<file path="src/rtl/memcpy_burst_sequencer.sv">
// Splits one memcpy job into paired read/write bursts of 64-byte lines and bounds the writes in flight.
// Define MEMCPY_4K_BOUNDARY_EN to keep every burst inside one 4 KiB page on both addresses.
//
// state | meaning
// IDLE  | waiting for memcpy_enable; job inputs latched on exit
// CALC  | register the next burst length
// RD    | read command presented
// WR    | paired write command presented
// HOLD  | write window full, wait for a completion
// DRAIN | no more bursts, wait for outstanding writes to finish
// DONE  | job complete, wait for enable to drop
module memcpy_burst_sequencer #(
    parameter int MAX_BURST_LINES = 64,
    parameter int MAX_OUTSTANDING = 4,
    parameter int LEN_WIDTH       = 8
) (
    input  logic                 clk,
    input  logic                 rst_n,
    input  logic                 memcpy_enable,
    input  logic [63:0]          source_address,
    input  logic [63:0]          target_address,
    input  logic [63:0]          total_number,
    output logic                 memcpy_done,
    output logic                 busy,
    output logic                 rd_cmd_valid,
    input  logic                 rd_cmd_ready,
    output logic [63:0]          rd_cmd_addr,
    output logic [LEN_WIDTH-1:0] rd_cmd_lines,
    output logic                 wr_cmd_valid,
    input  logic                 wr_cmd_ready,
    output logic [63:0]          wr_cmd_addr,
    output logic [LEN_WIDTH-1:0] wr_cmd_lines,
    input  logic                 wr_done_valid
);

    typedef enum logic [2:0] {
        ST_IDLE  = 3'd0,
        ST_CALC  = 3'd1,
        ST_RD    = 3'd2,
        ST_WR    = 3'd3,
        ST_HOLD  = 3'd4,
        ST_DRAIN = 3'd5,
        ST_DONE  = 3'd6
    } state_e;

    localparam logic [63:0]          MAX_LINES64 = 64'(MAX_BURST_LINES);
    localparam logic [LEN_WIDTH-1:0] MAX_LEN     = LEN_WIDTH'(MAX_BURST_LINES);
    localparam logic [3:0]           MAX_OUT     = 4'(MAX_OUTSTANDING);
    localparam logic [63:0]          LINE_MASK   = ~64'h3F;

    state_e               state_q, state_d;
    logic [63:0]          src_q, src_d;
    logic [63:0]          dst_q, dst_d;
    logic [63:0]          rem_q, rem_d;
    logic [LEN_WIDTH-1:0] len_q, len_d;
    logic [3:0]           outst_q, outst_d;
    logic                 abort_q, abort_d;

    logic                 wr_accept;
    logic                 done_dec;
    logic                 abort_now;
    logic [LEN_WIDTH-1:0] burst_len;
    logic [63:0]          burst_bytes;

`ifdef MEMCPY_4K_BOUNDARY_EN
    logic [6:0] src_room;
    logic [6:0] dst_room;
`endif

    always_ff @(posedge clk or negedge rst_n) begin
        if (!rst_n) begin
            state_q <= ST_IDLE;
            src_q   <= '0;
            dst_q   <= '0;
            rem_q   <= '0;
            len_q   <= '0;
            outst_q <= '0;
            abort_q <= 1'b0;
        end else begin
            state_q <= state_d;
            src_q   <= src_d;
            dst_q   <= dst_d;
            rem_q   <= rem_d;
            len_q   <= len_d;
            outst_q <= outst_d;
            abort_q <= abort_d;
        end
    end

    // Next burst length: remaining lines capped by the burst limit (and page room when enabled).
    always_comb begin
        burst_len = (rem_q < MAX_LINES64) ? rem_q[LEN_WIDTH-1:0] : MAX_LEN;
`ifdef MEMCPY_4K_BOUNDARY_EN
        src_room = 7'd64 - {1'b0, src_q[11:6]};
        dst_room = 7'd64 - {1'b0, dst_q[11:6]};
        if (int'(src_room) < int'(burst_len)) burst_len = LEN_WIDTH'(src_room);
        if (int'(dst_room) < int'(burst_len)) burst_len = LEN_WIDTH'(dst_room);
`endif
    end

    assign burst_bytes = 64'(len_q) << 6;
    assign wr_accept   = (state_q == ST_WR) && wr_cmd_ready;
    assign done_dec    = wr_done_valid && (outst_q != 4'd0);
    assign abort_now   = abort_q || !memcpy_enable;

    always_comb begin
        state_d = state_q;
        src_d   = src_q;
        dst_d   = dst_q;
        rem_d   = rem_q;
        len_d   = len_q;
        abort_d = abort_q;
        outst_d = outst_q;

        // Simultaneous acceptance and completion cancel out.
        if (wr_accept && !done_dec) begin
            outst_d = outst_q + 4'd1;
        end else if (!wr_accept && done_dec) begin
            outst_d = outst_q - 4'd1;
        end

        unique case (state_q)
            ST_IDLE: begin
                if (memcpy_enable) begin
                    src_d   = source_address & LINE_MASK;
                    dst_d   = target_address & LINE_MASK;
                    rem_d   = total_number;
                    abort_d = 1'b0;
                    state_d = (total_number == 64'd0) ? ST_DONE : ST_CALC;
                end
            end
            ST_CALC: begin
                abort_d = abort_now;
                if (abort_now) begin
                    state_d = ST_DRAIN;
                end else begin
                    len_d   = burst_len;
                    state_d = ST_RD;
                end
            end
            ST_RD: begin
                abort_d = abort_now;
                if (rd_cmd_ready) state_d = ST_WR;
            end
            ST_WR: begin
                abort_d = abort_now;
                if (wr_cmd_ready) begin
                    src_d = src_q + burst_bytes;
                    dst_d = dst_q + burst_bytes;
                    rem_d = rem_q - 64'(len_q);
                    if (abort_now || (rem_d == 64'd0)) begin
                        state_d = ST_DRAIN;
                    end else if (outst_d == MAX_OUT) begin
                        state_d = ST_HOLD;
                    end else begin
                        state_d = ST_CALC;
                    end
                end
            end
            ST_HOLD: begin
                abort_d = abort_now;
                if (abort_now) begin
                    state_d = ST_DRAIN;
                end else if (outst_d < MAX_OUT) begin
                    state_d = ST_CALC;
                end
            end
            ST_DRAIN: begin
                if (outst_d == 4'd0) state_d = abort_q ? ST_IDLE : ST_DONE;
            end
            ST_DONE: begin
                if (!memcpy_enable) state_d = ST_IDLE;
            end
            default: state_d = ST_IDLE;
        endcase
    end

    assign memcpy_done  = (state_q == ST_DONE);
    assign busy         = (state_q != ST_IDLE) && (state_q != ST_DONE);
    assign rd_cmd_valid = (state_q == ST_RD);
    assign wr_cmd_valid = (state_q == ST_WR);
    assign rd_cmd_addr  = src_q;
    assign rd_cmd_lines = len_q;
    assign wr_cmd_addr  = dst_q;
    assign wr_cmd_lines = len_q;

endmodule
</file>
<file path="config.mk">
export PLATFORM = sky130hd
export DESIGN_NAME = memcpy_burst_sequencer
export DESIGN_NICKNAME = d
export VERILOG_FILES = /design/src/rtl/memcpy_burst_sequencer.sv
export SDC_FILE = /design/constraint.sdc
export NUM_CORES = 1
export LEC_CHECK = 0
export CORE_ASPECT_RATIO = 1.5
export CORE_UTILIZATION = 30
export DETAILED_ROUTE_END_ITERATION = 8
export HOLD_SLACK_MARGIN = 0.02
export MAX_ROUTING_LAYER = met4
export SLEW_MARGIN = 10
export SYNTH_ARGS = -nofsm -noshare
export SYNTH_HDL_FRONTEND = slang
export SYNTH_SLANG_ARGS = --single-unit
export TNS_END_PERCENT = 30
</file>
<file path="constraint.sdc">
create_clock -name clk -period 4.2 [get_ports clk]
set_input_delay 0.84 -clock clk [delete_from_list [all_inputs] [get_ports clk]]
set_output_delay 0.84 -clock clk [all_outputs]
set_load 0.02 [all_outputs]
</file>
==> results of run 1 <==
[worst max-delay path, delay by kind of cell (launching register included)]
family,cells,cell delay (ns)
simple gates,6,2.87
compound gates,2,0.32
flops,1,0.45
xor+xnor,1,0.22
[metrics by stage]
| step | util | std cells | instance area [µm²] | power, mW | setup slack [ns] |
|---|---|---|---|---|---|
| after floorplan | - | 1813 | 14100 | 7.48 | 0.543 |
| after global placement | 0.398 | 2682 | 18300 | 10.5 | 0.330 |
| after detailed placement | 0.398 | 2682 | 18300 | 10.6 | 0.307 |
| after CTS | 0.411 | 2714 | 18900 | 12.4 | 0.287 |
| after global routing | 0.411 | 2720 | 18900 | 13.2 | 0.168 |
| final | 0.411 | 2720 | 18900 | 12.4 | 0.269 |
[logic make-up (layout without fill, tap and decap cells)]
logic type | Yosys count | after routing | synth area share
buffers and inverters | 198 | 511 | 0.0597
and+or+nand+nor | 710 | 710 | 0.248
AOI/OAI and AO/OA | 626 | 626 | 0.289
xor gates and xnor gates | 39 | 39 | 0.0243
other | 1 | 18 | 0.000267
muxes | 3 | 3 | 0.00223
DFF | 196 | 196 | 0.349
adders and majority gates | 29 | 29 | 0.0274
[where the power goes]
group / total, mW / internal [mW] / switching [mW]
Clock: 1.75 / 0.885 / 0.866
Combinational: 6.60 / 2.80 / 3.80
Sequential: 4.04 / 2.76 / 1.27
[path summary, 6_finish.rpt]
kind	startpoint	slack (ns)	cells past startpoint	end
worst max-delay path	rem_q[27]$_DFFE_PN0P_	0.27	9	state_q[2]$_DFFE_PN0P_
max in group asynchronous	rst_n	2.71	2	wr_cmd_addr[16]$_DFFE_PN0P_
worst min register to register	rd_cmd_addr[10]$_DFFE_PN0P_	0.52	2	rd_cmd_addr[10]$_DFFE_PN0P_
worst max register to register	rem_q[27]$_DFFE_PN0P_	0.27	9	state_q[2]$_DFFE_PN0P_
min in group clk	rd_cmd_addr[10]$_DFFE_PN0P_	0.52	2	rd_cmd_addr[10]$_DFFE_PN0P_
worst min-delay path	rst_n	0.43	1	rem_q[60]$_DFFE_PN0P_
[area by class of cell]
class	instances	area, µm²	share of cell area
flip-flops and latches	196	4900	0.259
diodes	6	15.0	0.000794
clock buffers	18	429	0.0227
clock inverters	14	151	0.00801
inverters	54	208	0.0110
repair buffers	425	4070	0.215
multi-input cells	1419	8390	0.444
well taps	588	736	0.0389
[registers in the layout, indices dropped and copies added, names as in the netlist]
register      cells
abort_q           1
outst_q           4
rd_cmd_addr      58
rd_cmd_lines      8
rem_q            64
state_q           3
wr_cmd_addr      58
[cells in the mapped netlist, types with 14 or more instances]
cell	instances	area, µm²
sky130_fd_sc_hd__nor4_1	49	307
sky130_fd_sc_hd__buf_4	21	158
sky130_fd_sc_hd__buf_1	14	52.6
sky130_fd_sc_hd__and3_1	37	231
sky130_fd_sc_hd__a21oi_1	176	881
sky130_fd_sc_hd__inv_1	54	203
sky130_fd_sc_hd__nor3_1	68	340
sky130_fd_sc_hd__nand3_1	61	305
sky130_fd_sc_hd__xnor2_1	19	166
sky130_fd_sc_hd__a2bb2oi_1	22	193
sky130_fd_sc_hd__or3_1	19	119
sky130_fd_sc_hd__a211oi_1	32	240
sky130_fd_sc_hd__a31oi_1	18	113
sky130_fd_sc_hd__o211ai_1	17	128
sky130_fd_sc_hd__dfrtp_1	196	4900
sky130_fd_sc_hd__xor2_1	20	175
sky130_fd_sc_hd__nand4_1	37	231
sky130_fd_sc_hd__a22oi_1	21	158
sky130_fd_sc_hd__o22ai_1	58	363
sky130_fd_sc_hd__a311oi_1	15	131
sky130_fd_sc_hd__ha_1	26	325
sky130_fd_sc_hd__nor2_1	180	676
sky130_fd_sc_hd__o21ai_0	124	621
sky130_fd_sc_hd__nand2_1	182	683
sky130_fd_sc_hd__clkbuf_1	106	398
sky130_fd_sc_hd__o2111ai_1	19	166
[per-layer routing]
layer / up-vias / track usage / part of all wire
met1: 7758 / 0.288 / 0.37
li1: 7381 / - / -
met5: - / - / 0
met4: 0 / 0.156 / 0.056
met2: 672 / 0.476 / 0.52
met3: 151 / 0.0434 / 0.054
[repair_timing]
action / 4_1_cts / 5_1_grt
resized for setup: 0 / 1
hold endpoints to repair: 0 / 0
setup endpoints to repair: 0 / 2
==> Flow_metrics.wiki, run 1 <==
{| class="wikitable"
! Metric !! Value
|-
| Outcome || finished clean
|-
| Total iterations of the first detailed-routing run || 5
|-
| Setup repair after global routing missed its margin || false
|-
| Synth-to-Final Area Change || 34.6%
|-
| Clock tree from TritonCTS || built
|-
| DRT iter0 DRCs || 1244
|-
| Worst Path Max Fanout || 7
|-
| Post-synthesis instance area || 0.0141 mm²
|-
| Final Max Tran Viols || 0
|-
| Die extent in y || roughly 270 µm
|-
| Critical setup path kind || reg -> reg
|-
| Number of global-route vias before repair || 15907
|-
| Total global routing track utilization || 0.273
|-
| Worst hold margin || 0.432 ns
|-
| Depth of the CTS H-tree || 4
|-
| Number of buffers between clock root and the deepest sink || 2
|-
| Starting density of the core || 0.305
|-
| Leakage power of the design || approximately 7 nW
|-
| Post-route ant nets || 0
|-
| Number of fill cells in the layout || 4664
|-
| Overflow after GRT || 0
|-
| Clock root cell || sky130_fd_sc_hd__clkbuf_16
|-
| Top achievable clock speed || approximately 250 MHz
|-
| CP Data Arrival Time || 4.33 ns
|-
| Top FF cell, synth || sky130_fd_sc_hd__dfrtp_1
|-
| Largest net degree at the start of global routing || 134
|-
| DRC violations left || 0
|-
| Seq cells post-synth || 196
|-
| Total count of hold-check failures in the final report || 0
|-
| Number of flops mapped to enable cells by yosys || 0
|-
| Routed WL || 62.8 mm
|-
| Number of unique standard cell types used by synthesis || 82
|-
| Number of core rows || 96
|-
| Total of hold buffers inserted after clock tree synthesis || 0
|-
| Post-CTS setup buffer count || 0
|-
| Final HPWL DP || 46.8 mm
|-
| Critical path's slowest cell || sky130_fd_sc_hd__or4_4
|-
| Share of layout cells above drive strength 1 || 0.0804
|-
| Final weighted congestion of routability-driven global placement || 0.986
|-
| Average wire length per cell after detail routing || 23.1 µm
|-
| CP endpoint kind || flip-flop
|-
| Finish-stage setup viols || 0
|-
| Required time of the worst setup path || 4.60 ns
|-
| Clock slew at reported path FFs || 0.08 ns
|-
| Portion of the post-synthesis area used by sequential elements || 0.349
|-
| Clock latency reported for the late side of the worst-skew pair || 0.48 ns
|-
| Most common cell after layout, fill and taps aside || sky130_fd_sc_hd__clkdlybuf4s50_1
|-
| Count of maximum capacitance violations || 0
|-
| Power density over the cells || 655 mW/mm²
|-
| Worst setup SP type || flip-flop
|-
| Vias per Instance || 5.87
|-
| Slew of the pin with the lowest slew margin || about 1.1 ns
|-
| Number of warning messages in the yosys log || 0
|-
| Share of async-settable or async-resettable flops after synthesis || 1.00
|-
| Final nets || between 2000 and 2500
|-
| Maximum VDD drop || 0.371 mV
|-
| TritonCTS Buffers || 17
|-
| Total Negative Setup Slacks || 0 ns
|-
| Worst path cell trace || or4_4 > or4_4 > or3_2 > or4_1 > xor2_1 > nand3_1 > or4_4 > a22o_1 > a21oi_2
|-
| Number of standard cells after synthesis || 1802
|-
| Share of the clock period used by the worst path || 0.936
|-
| Post-layout minimum cycle time || 3.93 ns
|-
| Relative max-transition margin || 0.281
|-
| Top cell by count, worst path || sky130_fd_sc_hd__or4_4
|-
| Most used cells in the layout excluding fill and tap cells || sky130_fd_sc_hd__clkdlybuf4s50_1, sky130_fd_sc_hd__dfrtp_1, sky130_fd_sc_hd__nand2_1
|-
| First-pass GRT wire length || around 95 mm
|-
| Synth Area per Inst || 7.80 µm²
|-
| Die area || ~0.048 mm²
|-
| Slowest stage delay, CP || 0.59 ns
|-
| Sink Count || 196
|-
| Number of antenna violations at the first check in global routing || 6
|-
| Core box area || 0.0460 mm²
|-
| I/O Pins || 346
|-
| Fin Clk Skew || 0.0125 ns
|-
| Count of input and output buffers || 321
|-
| Routed vias || 15962
|-
| Width of the die || 179 µm
|-
| Min-delay worst type || in -> async
|}
Power figures use the tool's default switching activity.
==> run 2: changes to the inputs <==
SKIP_CTS_REPAIR_TIMING = 1   (was unset)
==> results of run 2 <==
No change in the layout: final DEF, timing and power equal those of run 1.
